`config.mk`:
```
export PLATFORM = sky130hd
export DESIGN_NAME = video_timing_counter_flat
export DESIGN_NICKNAME = d
export VERILOG_FILES = /design/src/rtl/video_timing_counter_if.sv /design/src/rtl/video_timing_counter.sv /design/src/flat_wrapper.sv
export SDC_FILE = /design/constraint.sdc
export NUM_CORES = 1
export LEC_CHECK = 0
export ABC_CLOCK_PERIOD_IN_PS = 2900
export BUFFER_PORTS_ARGS = -buffer_cell sky130_fd_sc_hd__buf_2
export CAP_MARGIN = 20
export CORE_MARGIN = 2
export CORE_UTILIZATION = 25
export DETAILED_ROUTE_END_ITERATION = 12
export GPL_TIMING_DRIVEN = 0
export PLACE_DENSITY = 0.45
export SYNTH_ARGS = -nofsm -noshare
export SYNTH_HDL_FRONTEND = slang
export SYNTH_SLANG_ARGS = --single-unit
```
`constraint.sdc`:
```
create_clock -name iCLK -period 2.9 [get_ports iCLK]
set_clock_uncertainty 0.1 [all_clocks]
set_input_delay 0.145 -clock iCLK [delete_from_list [all_inputs] [get_ports iCLK]]
set_output_delay 0.145 -clock iCLK [all_outputs]
set_load 0.005 [all_outputs]
```
`src/rtl/video_timing_counter_if.sv`:
```
`default_nettype none
// +------------------------------------------------------------------+
// | video_timing_counter_if                                          |
// | Control inputs and raster-position outputs of the timing counter |
// | Revision: 1.0                                                    |
// +------------------------------------------------------------------+
interface video_timing_counter_if #(
  parameter int FRAME_W = 8
);
  logic               en;
  logic               restart;
  logic [11:0]        HCNT;
  logic [10:0]        VCNT;
  logic               line_start;
  logic               frame_start;
  logic               frame_end;
  logic               active;
  logic [FRAME_W-1:0] frame_cnt;

  modport master (
    output en, restart,
    input  HCNT, VCNT, line_start, frame_start, frame_end, active, frame_cnt
  );

  modport slave (
    input  en, restart,
    output HCNT, VCNT, line_start, frame_start, frame_end, active, frame_cnt
  );
endinterface
`default_nettype wire

```
`src/rtl/video_timing_counter.sv`:
```
`default_nettype none
// +------------------------------------------------------------------+
// | video_timing_counter                                             |
// | Free-running raster position counters with line/frame strobes.   |
// | Revision: 1.0                                                    |
// +------------------------------------------------------------------+
module video_timing_counter #(
  parameter int TOTAL_H  = 2200,
  parameter int ACTIVE_H = 1920,
  parameter int TOTAL_V  = 1125,
  parameter int ACTIVE_V = 1080,
  parameter int FRAME_W  = 8
) (
  input  wire logic             iCLK,
  input  wire logic             reset,
  video_timing_counter_if.slave vt
);

  localparam logic [11:0] c_H_LAST   = 12'(TOTAL_H - 1);
  localparam logic [10:0] c_V_LAST   = 11'(TOTAL_V - 1);
  localparam logic [11:0] c_ACTIVE_H = 12'(ACTIVE_H);
  localparam logic [10:0] c_ACTIVE_V = 11'(ACTIVE_V);

  logic [11:0]        hcnt_q, hcnt_d;
  logic [10:0]        vcnt_q, vcnt_d;
  logic [FRAME_W-1:0] frame_cnt_q, frame_cnt_d;
  logic               line_start_q, line_start_d;
  logic               frame_start_q, frame_start_d;
  logic               frame_end_q, frame_end_d;
  logic               active_q, active_d;

  always_comb begin
    hcnt_d        = hcnt_q;
    vcnt_d        = vcnt_q;
    frame_cnt_d   = frame_cnt_q;
    line_start_d  = 1'b0;
    frame_start_d = 1'b0;

    if (vt.restart) begin
      hcnt_d        = '0;
      vcnt_d        = '0;
      line_start_d  = 1'b1;
      frame_start_d = 1'b1;
    end else if (vt.en) begin
      if (hcnt_q == c_H_LAST) begin
        hcnt_d       = '0;
        line_start_d = 1'b1;
        if (vcnt_q == c_V_LAST) begin
          vcnt_d        = '0;
          frame_start_d = 1'b1;
          frame_cnt_d   = frame_cnt_q + FRAME_W'(1);
        end else begin
          vcnt_d = vcnt_q + 11'd1;
        end
      end else begin
        hcnt_d = hcnt_q + 12'd1;
      end
    end

    // Decoded from the next position so the flags line up with HCNT/VCNT.
    active_d    = (hcnt_d < c_ACTIVE_H) && (vcnt_d < c_ACTIVE_V);
    frame_end_d = (hcnt_d == c_H_LAST) && (vcnt_d == c_V_LAST);
  end

  always_ff @(posedge iCLK) begin
    if (reset) begin
      hcnt_q        <= '0;
      vcnt_q        <= '0;
      frame_cnt_q   <= '0;
      line_start_q  <= 1'b0;
      frame_start_q <= 1'b0;
      frame_end_q   <= 1'b0;
      active_q      <= 1'b1;
    end else begin
      hcnt_q        <= hcnt_d;
      vcnt_q        <= vcnt_d;
      frame_cnt_q   <= frame_cnt_d;
      line_start_q  <= line_start_d;
      frame_start_q <= frame_start_d;
      frame_end_q   <= frame_end_d;
      active_q      <= active_d;
    end
  end

  assign vt.HCNT        = hcnt_q;
  assign vt.VCNT        = vcnt_q;
  assign vt.frame_cnt   = frame_cnt_q;
  assign vt.line_start  = line_start_q;
  assign vt.frame_start = frame_start_q;
  assign vt.frame_end   = frame_end_q;
  assign vt.active      = active_q;

endmodule
`default_nettype wire
```
`src/flat_wrapper.sv`:
```
// flat-port wrapper written by rule: the top's interface ports become plain ports
module video_timing_counter_flat 
#(
  parameter int TOTAL_H  = 2200,
  parameter int ACTIVE_H = 1920,
  parameter int TOTAL_V  = 1125,
  parameter int ACTIVE_V = 1080,
  parameter int FRAME_W  = 8
)
  (iCLK, reset, vt_en, vt_restart, vt_HCNT, vt_VCNT, vt_line_start, vt_frame_start, vt_frame_end, vt_active, vt_frame_cnt);
  video_timing_counter_if #(.FRAME_W(FRAME_W)) vt_i ();
  input  wire logic iCLK;
  input  wire logic reset;
  input wire logic [$bits(vt_i.en)-1:0] vt_en;
  input wire logic [$bits(vt_i.restart)-1:0] vt_restart;
  output wire logic [$bits(vt_i.HCNT)-1:0] vt_HCNT;
  output wire logic [$bits(vt_i.VCNT)-1:0] vt_VCNT;
  output wire logic [$bits(vt_i.line_start)-1:0] vt_line_start;
  output wire logic [$bits(vt_i.frame_start)-1:0] vt_frame_start;
  output wire logic [$bits(vt_i.frame_end)-1:0] vt_frame_end;
  output wire logic [$bits(vt_i.active)-1:0] vt_active;
  output wire logic [$bits(vt_i.frame_cnt)-1:0] vt_frame_cnt;
  assign vt_i.en = vt_en;
  assign vt_i.restart = vt_restart;
  assign vt_HCNT = vt_i.HCNT;
  assign vt_VCNT = vt_i.VCNT;
  assign vt_line_start = vt_i.line_start;
  assign vt_frame_start = vt_i.frame_start;
  assign vt_frame_end = vt_i.frame_end;
  assign vt_active = vt_i.active;
  assign vt_frame_cnt = vt_i.frame_cnt;
  video_timing_counter #(.TOTAL_H(TOTAL_H), .ACTIVE_H(ACTIVE_H), .TOTAL_V(TOTAL_V), .ACTIVE_V(ACTIVE_V), .FRAME_W(FRAME_W)) u_core (.iCLK(iCLK), .reset(reset), .vt(vt_i));
endmodule
```
==> results.yml <==
outcome:
  status: "finished clean"
drt:
  dr_wl_met2_um: 2060
  dr_wl_met3_um: 224
  drtIter0Drc: 80
  met1Wirelength_um: 2390
  vias: 1724
  routed_wl_um: 4750
  drt_pass1_iterations: 4
  highest_layer: "met4"
  ant_nets: 0
  viasPerCell: 4.74
  wl_per_cell_um: 13.1
  drc: 0
die:
  ios: 39
  die_area_sq_um: 8120
  coreArea_sq_um: 7210
  die_w_um: 90.1
  die_h_um: 90.1
  start_util_pct: 25.7
  core.rowCount: 31
global_routing:
  grt-ovfl-total: 0
  grt_pass1_vias: 1561
  gr-usage-all-layers_pct: 12.2
  grt_max_degree: 13
  grt_pass1_wl_um: 7960
  antenna_found_initial: 0
yosys:
  ys_async_sr_fraction_pct: 0
  synth_mux_area_share_pct: 1.08
  synth_compound_area_share_pct: 10.5
  ys_ff_latch: 35
  yosysSeqAreaShare_pct: 37.8
  synth_edf_count: 0
  synthTopCellsByArea: "dfxtp_1 (38%), nor2_1 (7.3%), xnor2_1 (7.1%)"
  synthSimpleGateAreaFrac_pct: 33.1
  synth_ff_type: "dfxtp_1"
  synth_top_cell_by_area: "dfxtp_1"
  synth_xor_area_share_pct: 10.9
  yosysTopAreaCellShare_pct: 37.8
  yosysWarnings: 0
  synth.avg_cell_area_sq_um: 8.47
  yosysMostFrequentCell: "nor2_1"
  synth_area_sq_um: 1850
  synth_cell_types: 48
  synthTopCellsByCount: "nor2_1 (36), dfxtp_1 (35), xnor2_1 (15)"
  synth_top_family_by_area: "simple AND/OR/NAND/NOR gates"
  syn_nets: 227
  syn_inst: 219
  synthAdderAreaFrac_pct: 2.70
clocking:
  clk_latency_ns: 0.30
  root_buffer: "clkbuf_8"
  cts_buffers: 5
  htreeDepth: 2
  clock_path_buffers: 2
  tritoncts: "built"
  cts_sinks: 35
  path_clk_slew_ns: 0.08
hold_path:
  hold_depth: 3
  hp-class: "in -> reg"
cells_and_area:
  diodes: 0
  layout-drive-gt1-share_pct: 22.6
  fin_cells: 364
  fin_nets: 272
  nFillCells: 816
  syn_to_final_growth_pct: 23.8
sta:
  tns_ns: 0
  rsz0062_at_grt: "no"
  hold_violations: 0
  timing.final.crit_share_pct: 92.4
  setup_viol: 0
  final.min_clock_period_ns: 2.68
  tightest_slew_ns: 0.656
  finalMaxSlewViolations: 0
  max_clock_freq_ghz: 0.373
  relSlewSlack_pct: 55.9
power:
  leakage_nw: 0.881
  powerDensity_nw_per_um2: 419
  irDropWorstVdd_v: 0.000151
critical_path:
  cp_max_fo: 6
  crit_path_end_kind: "flop"
  crit_required_ns: 2.98
  path_cells: "ha_2 -> nand3_2 -> xnor2_1 -> o41ai_1 -> nand4_1 -> or4_1 -> nor4_1"
  ff2ff_path_depth: 7
  cp.arrival_ns: 2.76
  max_stage_delay_ns: 0.48
  path_class: "reg -> reg"
  worstSetupStartpointType: "flop"
  cp_slowest_cell: "or4_1"
run:
  drv_cap: 0
placement:
  gp_congestion: 0.792
  hpwlAfterDp_um: 3580
  io_buffer_count: 36
  dpl.cell_count: 354
-- state kept, by name, summed over array words and instances (netlist names) --
register,flops
u_core.vt.line_start,1
u_core.vt.VCNT,11
u_core.vt.active,1
u_core.vt.frame_cnt,8
u_core.vt.HCNT,12
u_core.vt.frame_start,1
u_core.vt.frame_end,1
-- layout by cell type (no fill, tap or decap), types with 7 or more instances in the layout --
| master | instances |
|---|---|
| nor3_1 | 10 |
| xor2_1 | 8 |
| xnor2_1 | 15 |
| buf_2 | 38 |
| nand4_1 | 7 |
| nor4_1 | 7 |
| nand2_1 | 12 |
| dfxtp_1 | 34 |
| nand3_1 | 9 |
| nor2_1 | 36 |
| inv_1 | 8 |
-- power by group --
group | internal (mW) | total [mW] | leakage, nW | switching [mW]
combinational | 0.00799 | 0.0249 | 0.540 | 0.0169
clock | 0.256 | 0.451 | 0.0581 | 0.195
sequential | 0.483 | 0.485 | 0.283 | 0.00253
-- metal layers --
layer,track usage [%],vias up
li1,-,876
met2,18.0,42
met1,16.9,800
met3,3.02,6
met4,5.00,0
met5,0,-
-- critical path: cells and delay by family, from the launching register on --
| kind | cells | cell delay [ns] |
|---|---|---|
| xor gates and xnor gates | 1 | 0.17 |
| and+or+nand+nor | 4 | 1.14 |
| DFF | 1 | 0.46 |
| AOI/OAI and AO/OA | 1 | 0.39 |
| adders and majority gates | 1 | 0.29 |
-- per-stage QoR --
stage	setup slack [ns]	hold slack, ns	instance area (sq um)	utilization (%)	power [mW]
after floorplan	0.469	0.244	1850	-	0.512
after global placement	0.0458	0.339	2160	29.9	0.522
after detailed placement	0.0473	0.337	2160	29.9	0.522
after CTS	0.0140	0.0192	2270	31.5	0.977
after global routing	0.00739	0.0419	2300	31.8	1.01
final	0.220	0.0315	2300	31.8	0.961
-- path summary, 6_finish.rpt --
kind	slack (ns)	start	end
min reg2reg	0.42	u_core.vt.frame_cnt[7]	u_core.vt.frame_cnt[7]
min	0.03	vt_en	u_core.vt.HCNT[0]
max	0.22	u_core.vt.HCNT[1]	u_core.vt.frame_end
max reg2reg	0.22	u_core.vt.HCNT[1]	u_core.vt.frame_end
-- kinds of logic (layout without fill, tap and decap cells) --
family	count (synthesis)	count (layout)
AOI/OAI and AO/OA	27	27
DFF	35	35
muxes	2	2
buffers and inverters	17	63
and+or+nand+nor	111	111
adders and majority gates	4	4
xor gates and xnor gates	23	23
-- area by class of cell --
type,instances,area [sq um],share of cell area [%]
repair buffers,38,195,8.50
well taps,99,124,5.40
plain buffers,9,45.0,1.96
multi-input cells,167,1090,47.4
flip-flops and latches,35,702,30.6
clock buffers,5,68.8,3.00
inverters,8,30.0,1.31
clock inverters,3,43.8,1.91
-- timing repair --
action,CTS,global route
hold buffers,0,0
gates resized for setup,0,5
setup endpoints to repair,0,2
setup buffers,0,2
Power figures use the tool's default switching activity.
